$ cat config.mk
export PLATFORM = sky130hd
export DESIGN_NAME = toggle_event_rx
export DESIGN_NICKNAME = d
export VERILOG_FILES = /design/src/rtl/toggle_event_pkg.sv /design/src/rtl/toggle_event_rx_sync.sv /design/src/rtl/toggle_event_rx.sv
export SDC_FILE = /design/constraint.sdc
export NUM_CORES = 1
export LEC_CHECK = 0
export BUFFER_PORTS_ARGS = -buffer_cell sky130_fd_sc_hd__buf_4
export CORE_MARGIN = 4
export CORE_UTILIZATION = 55
export DETAILED_ROUTE_END_ITERATION = 10
export PLACE_DENSITY = 0.81
export SETUP_SLACK_MARGIN = 0.02
export SYNTH_ARGS = -nofsm -noshare
export SYNTH_HDL_FRONTEND = slang
export SYNTH_SLANG_ARGS = --single-unit
$ cat constraint.sdc
create_clock -name clk -period 5.07 [get_ports clk]
set_clock_uncertainty 0.1 [all_clocks]
set_input_delay 0.2535 -clock clk [delete_from_list [all_inputs] [get_ports clk]]
set_output_delay 0.2535 -clock clk [all_outputs]
set_load 0.05 [all_outputs]
$ cat src/rtl/toggle_event_pkg.sv
// Shared types and defaults for the toggle-encoded event receiver.
package toggle_event_pkg;

  typedef enum logic {
    WARMUP = 1'b0,
    RUN    = 1'b1
  } state_e;

  localparam int unsigned SYNC_STAGES_DEF = 2;
  localparam int unsigned CNT_W_DEF       = 8;
  localparam int unsigned PEND_W_DEF      = 4;

  function automatic int unsigned pend_max(input int unsigned pend_w);
    return (32'd1 << pend_w) - 32'd1;
  endfunction

endpackage

$ cat src/rtl/toggle_event_rx_sync.sv
// Multi-flop synchronizer for a single asynchronous level, cleared by async reset.
module sync_chain #(
  parameter int unsigned SYNC_STAGES = 2
) (
  input  logic clk,
  input  logic rst,
  input  logic d,
  output logic q
);

  logic [SYNC_STAGES-1:0] sync_q;
  logic [SYNC_STAGES-1:0] sync_d;

  always_comb begin
    sync_d = {sync_q[SYNC_STAGES-2:0], d};
  end

  always_ff @(posedge clk or posedge rst) begin
    if (rst) sync_q <= '0;
    else     sync_q <= sync_d;
  end

  assign q = sync_q[SYNC_STAGES-1];

endmodule

$ cat src/rtl/toggle_event_rx.sv
// Toggle-event receiver: synchronizes tog_in, decodes level changes into queued
// events, presents them on valid/ready and returns a toggle-encoded acknowledge.
module toggle_event_rx
  import toggle_event_pkg::*;
#(
  parameter int unsigned SYNC_STAGES = SYNC_STAGES_DEF,
  parameter int unsigned CNT_W       = CNT_W_DEF,
  parameter int unsigned PEND_W      = PEND_W_DEF
) (
  input  logic              clk,
  input  logic              rst,
  input  logic              tog_in,
  output logic              evt_valid,
  input  logic              evt_ready,
  output logic [CNT_W-1:0]  evt_seq,
  output logic [PEND_W-1:0] pending,
  output logic              overflow,
  input  logic              clr_ovf,
  output logic              ack_tog,
  output logic              tog_level
);

  localparam logic [PEND_W-1:0] PEND_MAX  = PEND_W'(pend_max(PEND_W));
  localparam int unsigned       WARM_W    = $clog2(SYNC_STAGES + 2);
  localparam logic [WARM_W-1:0] WARM_LAST = WARM_W'(SYNC_STAGES);

  state_e            state_q, state_d;
  logic [WARM_W-1:0] warm_q, warm_d;
  logic              last_level_q, last_level_d;
  logic [PEND_W-1:0] pend_q, pend_d;
  logic [CNT_W-1:0]  seq_q, seq_d;
  logic              ovf_q, ovf_d;
  logic              ack_q, ack_d;
  logic              tog_edge;
  logic              accept;
  logic              drop;

  sync_chain #(
    .SYNC_STAGES(SYNC_STAGES)
  ) u_sync (
    .clk(clk),
    .rst(rst),
    .d  (tog_in),
    .q  (tog_level)
  );

  assign evt_valid = (pend_q != '0);
  assign accept    = evt_valid & evt_ready;

  always_comb begin
    state_d      = state_q;
    warm_d       = warm_q;
    last_level_d = tog_level;
    tog_edge     = 1'b0;
    case (state_q)
      WARMUP: begin
        // last_level tracks the line here so a level present at reset is absorbed
        if (warm_q == WARM_LAST) state_d = RUN;
        else                     warm_d  = warm_q + WARM_W'(1);
      end
      RUN:     tog_edge = tog_level ^ last_level_q;
      default: state_d  = WARMUP;
    endcase
  end

  always_comb begin
    pend_d = pend_q;
    drop   = 1'b0;
    if (tog_edge && !accept) begin
      if (pend_q == PEND_MAX) drop   = 1'b1;
      else                    pend_d = pend_q + PEND_W'(1);
    end else if (accept && !tog_edge) begin
      pend_d = pend_q - PEND_W'(1);
    end
    seq_d = accept ? seq_q + CNT_W'(1) : seq_q;
    ack_d = accept ? ~ack_q : ack_q;
    // a drop in the same cycle as clr_ovf must still be recorded
    if (drop)         ovf_d = 1'b1;
    else if (clr_ovf) ovf_d = 1'b0;
    else              ovf_d = ovf_q;
  end

  always_ff @(posedge clk or posedge rst) begin
    if (rst) begin
      state_q      <= WARMUP;
      warm_q       <= '0;
      last_level_q <= 1'b0;
      pend_q       <= '0;
      seq_q        <= '0;
      ovf_q        <= 1'b0;
      ack_q        <= 1'b0;
    end else begin
      state_q      <= state_d;
      warm_q       <= warm_d;
      last_level_q <= last_level_d;
      pend_q       <= pend_d;
      seq_q        <= seq_d;
      ovf_q        <= ovf_d;
      ack_q        <= ack_d;
    end
  end

  assign evt_seq  = seq_q;
  assign pending  = pend_q;
  assign overflow = ovf_q;
  assign ack_tog  = ack_q;

endmodule

=== Yosys cells after proc, flatten, opt, wreduce, memory -nomap -nowiden ===
Index checks and enable logic that the tools add are counted.
Widths: inputs -> output; s select.

* $add $sub $neg: 4
* Equal/unequal tests: 3
* Mux-type cells: 10
* Bitwise gates (word level): 5
* Reduce and logical (&&, ||, !) cells: 9

{| class="wikitable"
|+ Operators by type and width
! operator !! number
|-
| $mux 4 || 3
|-
| $add 8x1->8 const B || 1
|-
| $mux 1 || 7
|-
| $add 4x1->4 const B || 1
|-
| $eq 4x4->1 const B || 1
|-
| $reduce_and 2->1 || 2
|-
| $reduce_bool 2->1 || 2
|-
| $reduce_bool 4->1 || 1
|-
| $sub 4x1->4 const B || 1
|-
| $not 1->1 || 3
|-
| $add 2x1->2 const B || 1
|-
| $eq 2x2->1 const B || 1
|-
| $logic_and 1x1->1 || 2
|-
| $logic_not 1->1 || 2
|-
| $ne 2x2->1 const B || 1
|-
| $and 1x1->1 || 1
|-
| $xor 1x1->1 || 1
|}

* Flip-flop bits (word level): 20
* Input port bits: 5
* Output and inout port bits: 16
* Logic and storage cells: 39

=== Depth between registers and ports, before layout ===
* Depth in word-level cells: 6
* Depth in mapped cells: 7
* Depth with buffers taken out: 7

=== Modules after synthesis ===
From an unflattened synthesis, not the netlist that was laid out.

* Cells, all modules: 73
* Area total of the unflattened synthesis: 918.4 µm²

{| class="wikitable"
|+ Modules (own cells, without submodules)
! module !! instances !! cells each !! area each (µm²) !! seq. area each (µm²)
|-
| toggle_event_rx || 1 || 70 || 864.6 || 450.4
|-
| sync_chain || 1 || 3 || 53.8 || 50.0
|}

=== Worst setup path after synthesis ===
Ideal clock, no wire load.

* Path kind: register -> register
* From: reg pend_q[0] (netlist: pending[0])
* To: reg pend_q[3] (netlist: pending[3])
* Setup time: 0.083 ns
* Arrival time: 2.484 ns
* Required time: 4.887 ns
* Slack: 2.403 ns
* Cell stages (with the launch flop): 8
* Path buffers: 0
* Period minus slack after synthesis: 2.667 ns
* Path through: dfrtp_1 o41ai_4 nand3_1 ha_1 a21o_2 a21oi_1 mux2i_1 xor2_1

* Word-level cells in the longest chain between the ends: 6
* Elaborated cells on any way between the ends: 14
* Classes of those cells: 2 x add/sub; 2 x eq/ne; 3 x mux; 1 x bitwise; 6 x reduce/logical

{| class="wikitable"
|+ Ends and longest elaborated chain
! item !! line !! RTL
|-
| start, declared || toggle_event_rx.sv:30 || <nowiki>logic [PEND_W-1:0] pend_q, pend_d;</nowiki>
|-
| start signal, assigned || toggle_event_rx.sv:96 || <nowiki>pend_q <= pend_d;</nowiki>
|-
| $reduce_bool 4->1 || toggle_event_rx.sv:47 || <nowiki>assign evt_valid = (pend_q != '0);</nowiki>
|-
| $and 1x1->1 || toggle_event_rx.sv:48 || <nowiki>assign accept = evt_valid & evt_ready;</nowiki>
|-
| $logic_not 1->1 || toggle_event_rx.sv:69 || <nowiki>if (tog_edge && !accept) begin</nowiki>
|-
| $logic_and 1x1->1 || toggle_event_rx.sv:69 ||
|-
| $ne 2x2->1 (no line) / $reduce_bool 2->1 (equally long branches) || n/a ||
|-
| $reduce_and 2->1 (no line) || n/a ||
|}

Parallel ways exist; a longest one is shown, timed or not. The select of a mux whose other input is x is not followed.
A chain may end at the register's enable or synchronous reset.

=== Final worst setup path ===
Same ends and word-level chain as after synthesis.

==> impl_metrics.py <==
metrics = {
    "global_routing": {
        "grt_pass1_wl_um": 3110,
        "grt_pass1_vias": 657,
        "grt_max_degree": 21,
        "grt.overflow.total": 0,
        "antenna_found_initial": 0,
        "grtUsageTotal_pct": 16.8,
    },
    "floorplan": {
        "die_w_um": 48.9,
        "rows": 14,
        "io_pins": 21,
        "die_y_um": 48.9,
        "coreArea_um2": 1540,
        "die-area_um2": 2390,
        "start_util_pct": 59.6,
    },
    "drt": {
        "drt_iter0_markers": 7,
        "drt-total-wl_um": 1810,
        "vias_per_cell": 5.58,
        "drc": 0,
        "ant_nets": 0,
        "first_pass_iters": 2,
        "drt-wirelength-per-cell_um": 16.0,
        "vias": 631,
    },
    "timing": {
        "finalWorstSetupSlack_ns": 2.37,
        "finalHoldViolations": 0,
        "tns_ns": 0,
        "slew_headroom_pct": 51.1,
        "worst_pin_slew_ns": 0.733,
        "max_freq_ghz": 0.370,
        "finalCritPeriodShare_pct": 53.3,
        "setup_viol": 0,
        "rsz0062_at_grt": "false",
        "finalCriticalPeriod_ns": 2.70,
        "slew_violations": 0,
    },
    "place": {
        "post-place-ws_ns": 2.41,
        "gp_congestion": 0.778,
        "placed_cell_area_um2": 1080,
        "dp_hpwl_um": 1190,
        "portBuffers": 20,
    },
    "critical_path": {
        "worstPathMaxFanout": 8,
        "crit_slowest_cell": "o41ai_4",
        "end_kind": "register",
        "slowest_delay_ns": 0.60,
        "critPathLaunchType": "register",
        "path_cells": "o41ai_4 -> nand3_1 -> ha_1 -> a21o_2 -> a21oi_1 -> mux2i_1 -> xor2_1",
        "crit_buf_inv": 0,
        "crit_type": "reg2reg",
        "arrival_ns": 2.84,
        "required_ns": 5.20,
        "path_delay_family": "compound AO/OA/AOI/OAI gates",
    },
    "power_and_ir_drop": {
        "p_comb_share_pct": 49.1,
        "internal-power_w": 0.000437,
        "pwr-share-clk_pct": 15.9,
        "power_density_nw_per_um2": 714,
        "p_sw_w": 0.000389,
        "sw_frac_of_total_pct": 47.1,
        "seqPwrFrac_pct": 35.1,
        "p_leak_nw": 0.546,
        "ir_drop_mv": 0.402,
    },
    "layout": {
        "antennaDiodeCount": 0,
        "stdcell_area_um2": 1160,
        "area_growth_pct": 26.0,
        "final_cell_mix": "dfrtp_1, buf_4, xnor2_1",
        "fin_nets": 108,
        "layout-drive-gt1-share_pct": 33.0,
    },
    "yosys": {
        "synth_area_um2": 918,
        "synth.area.top_cells": "dfrtp_1, xnor2_1, ha_1",
        "synth_cells": 72,
        "yosys_register_bits": 20,
        "seq_area_frac_synth_pct": 54.5,
        "yosys.cell_types.count": 25,
        "synth_top_area_cell": "dfrtp_1",
        "synth_area_per_cell_um2": 12.8,
        "synth_top_area_share_pct": 54.5,
        "yosys_warnings": 0,
        "synth_fp_nets": 82,
    },
    "clock_tree": {
        "cts_inserted_buffers": 3,
        "clkLatencyLatePin_ns": 0.31,
        "cts-resized-gates": 0,
        "tritoncts": "yes",
        "cts.sinks": 20,
        "cts.clk_slew.worst_paths_ns": 0.11,
        "htree_num_levels": 1,
        "cts_max_path_buffers": 2,
        "cts-root-buf": "clkbuf_4",
    },
    "flow_run": {
        "drv_cap": 0,
    },
    "hold_path": {
        "hold_class": "in2reg",
    },
    "run_status": {
        "status": "finished, final reports clean",
    },
}
final timing paths:
path,startpoint,cells after the start,endpoint,slack (ns)
min in group asynchronous,rst,3,evt_seq[0],0.53
min reg2reg,u_sync.sync_q[0],0,u_sync.sync_q[1],0.27
max,pending[0],7,pending[3],2.37
max reg2reg,pending[0],7,pending[3],2.37
max in group asynchronous,rst,3,warm_q[1],3.88
min,clr_ovf,2,overflow,0.03
sequential cells by signal, indices dropped and copies added, names as in the netlist:
name and flops:
ack_tog 1, u_sync.sync_q 2, evt_seq 8, pending 4, warm_q 2, last_level_q 1, overflow 1, state_q 1
metrics by stage:
step                hold slack (ns)  std cells  utilization, %  total power, W
floorplan                     0.117         72               -        0.000575
global placement              0.236        107            70.4        0.000684
detailed placement            0.240        107            70.4        0.000694
CTS                          0.0227        113            75.1        0.000833
global route                 0.0130        113            75.1        0.000872
finish                       0.0267        113            75.1        0.000826
power groups by stage:
stage                     combinational [W]  sequential (W)  clock [W]
after global routing               0.000429        0.000297   0.000145
final                              0.000405        0.000290   0.000131
after global placement             0.000399        0.000284          0
after detailed placement           0.000405        0.000289          0
after CTS                          0.000410        0.000290   0.000133
after floorplan                    0.000139        0.000436          0
logic make-up (layout without fill, tap and decap cells):
group | Yosys count | count (layout) | share of synthesized area (%)
AO/OA/AOI/OAI | 7 | 7 | 7.77
buffers and inverters | 5 | 30 | 2.04
AND/OR/NAND/NOR | 19 | 19 | 11.3
multiplexers | 3 | 3 | 4.36
flip-flops | 20 | 20 | 54.5
XOR/XNOR | 13 | 13 | 12.4
adder cells (fa/ha/maj) | 5 | 5 | 7.63
cell usage after synthesis (all sizes together):
cell type and number:
dfrtp 20, xnor2 9, nand2 8, nand4 5, ha 4, inv 4, xor2 4, a21o 2
mux2 2, nor2 2, a21oi 1, and3 1, clkbuf 1, fa 1, mux2i 1, nand3 1
o21ai 1, o22ai 1, o41a 1, o41ai 1, or2 1, or4 1
final cells by class:
| cell class | instances | area (µm²) |
|---|---|---|
| clock buffer | 3 | 22.5 |
| clock inverter | 1 | 30.0 |
| fill | 101 | 384 |
| inverter | 4 | 15.0 |
| multi-input combinational | 47 | 399 |
| sequential | 20 | 500 |
| tap | 16 | 20.0 |
| timing repair buffer | 22 | 170 |
per-layer routing:
metal	routed length (µm)	GRT usage [%]	vias to the layer above	share of wire, %
li1	-	-	297	-
met1	745	19.9	314	41
met2	937	27.6	16	52
met3	103	5.20	4	5.7
met4	25	7.62	0	1.4
met5	0	0	-	0
what timing repair did:
action                                 CTS  global route
setup endpoints to repair                0             0
hold buffers                             2             0
buffers inserted                         0             0
endpoints found under the hold margin   21             0
(Power assumes the default switching activity.)
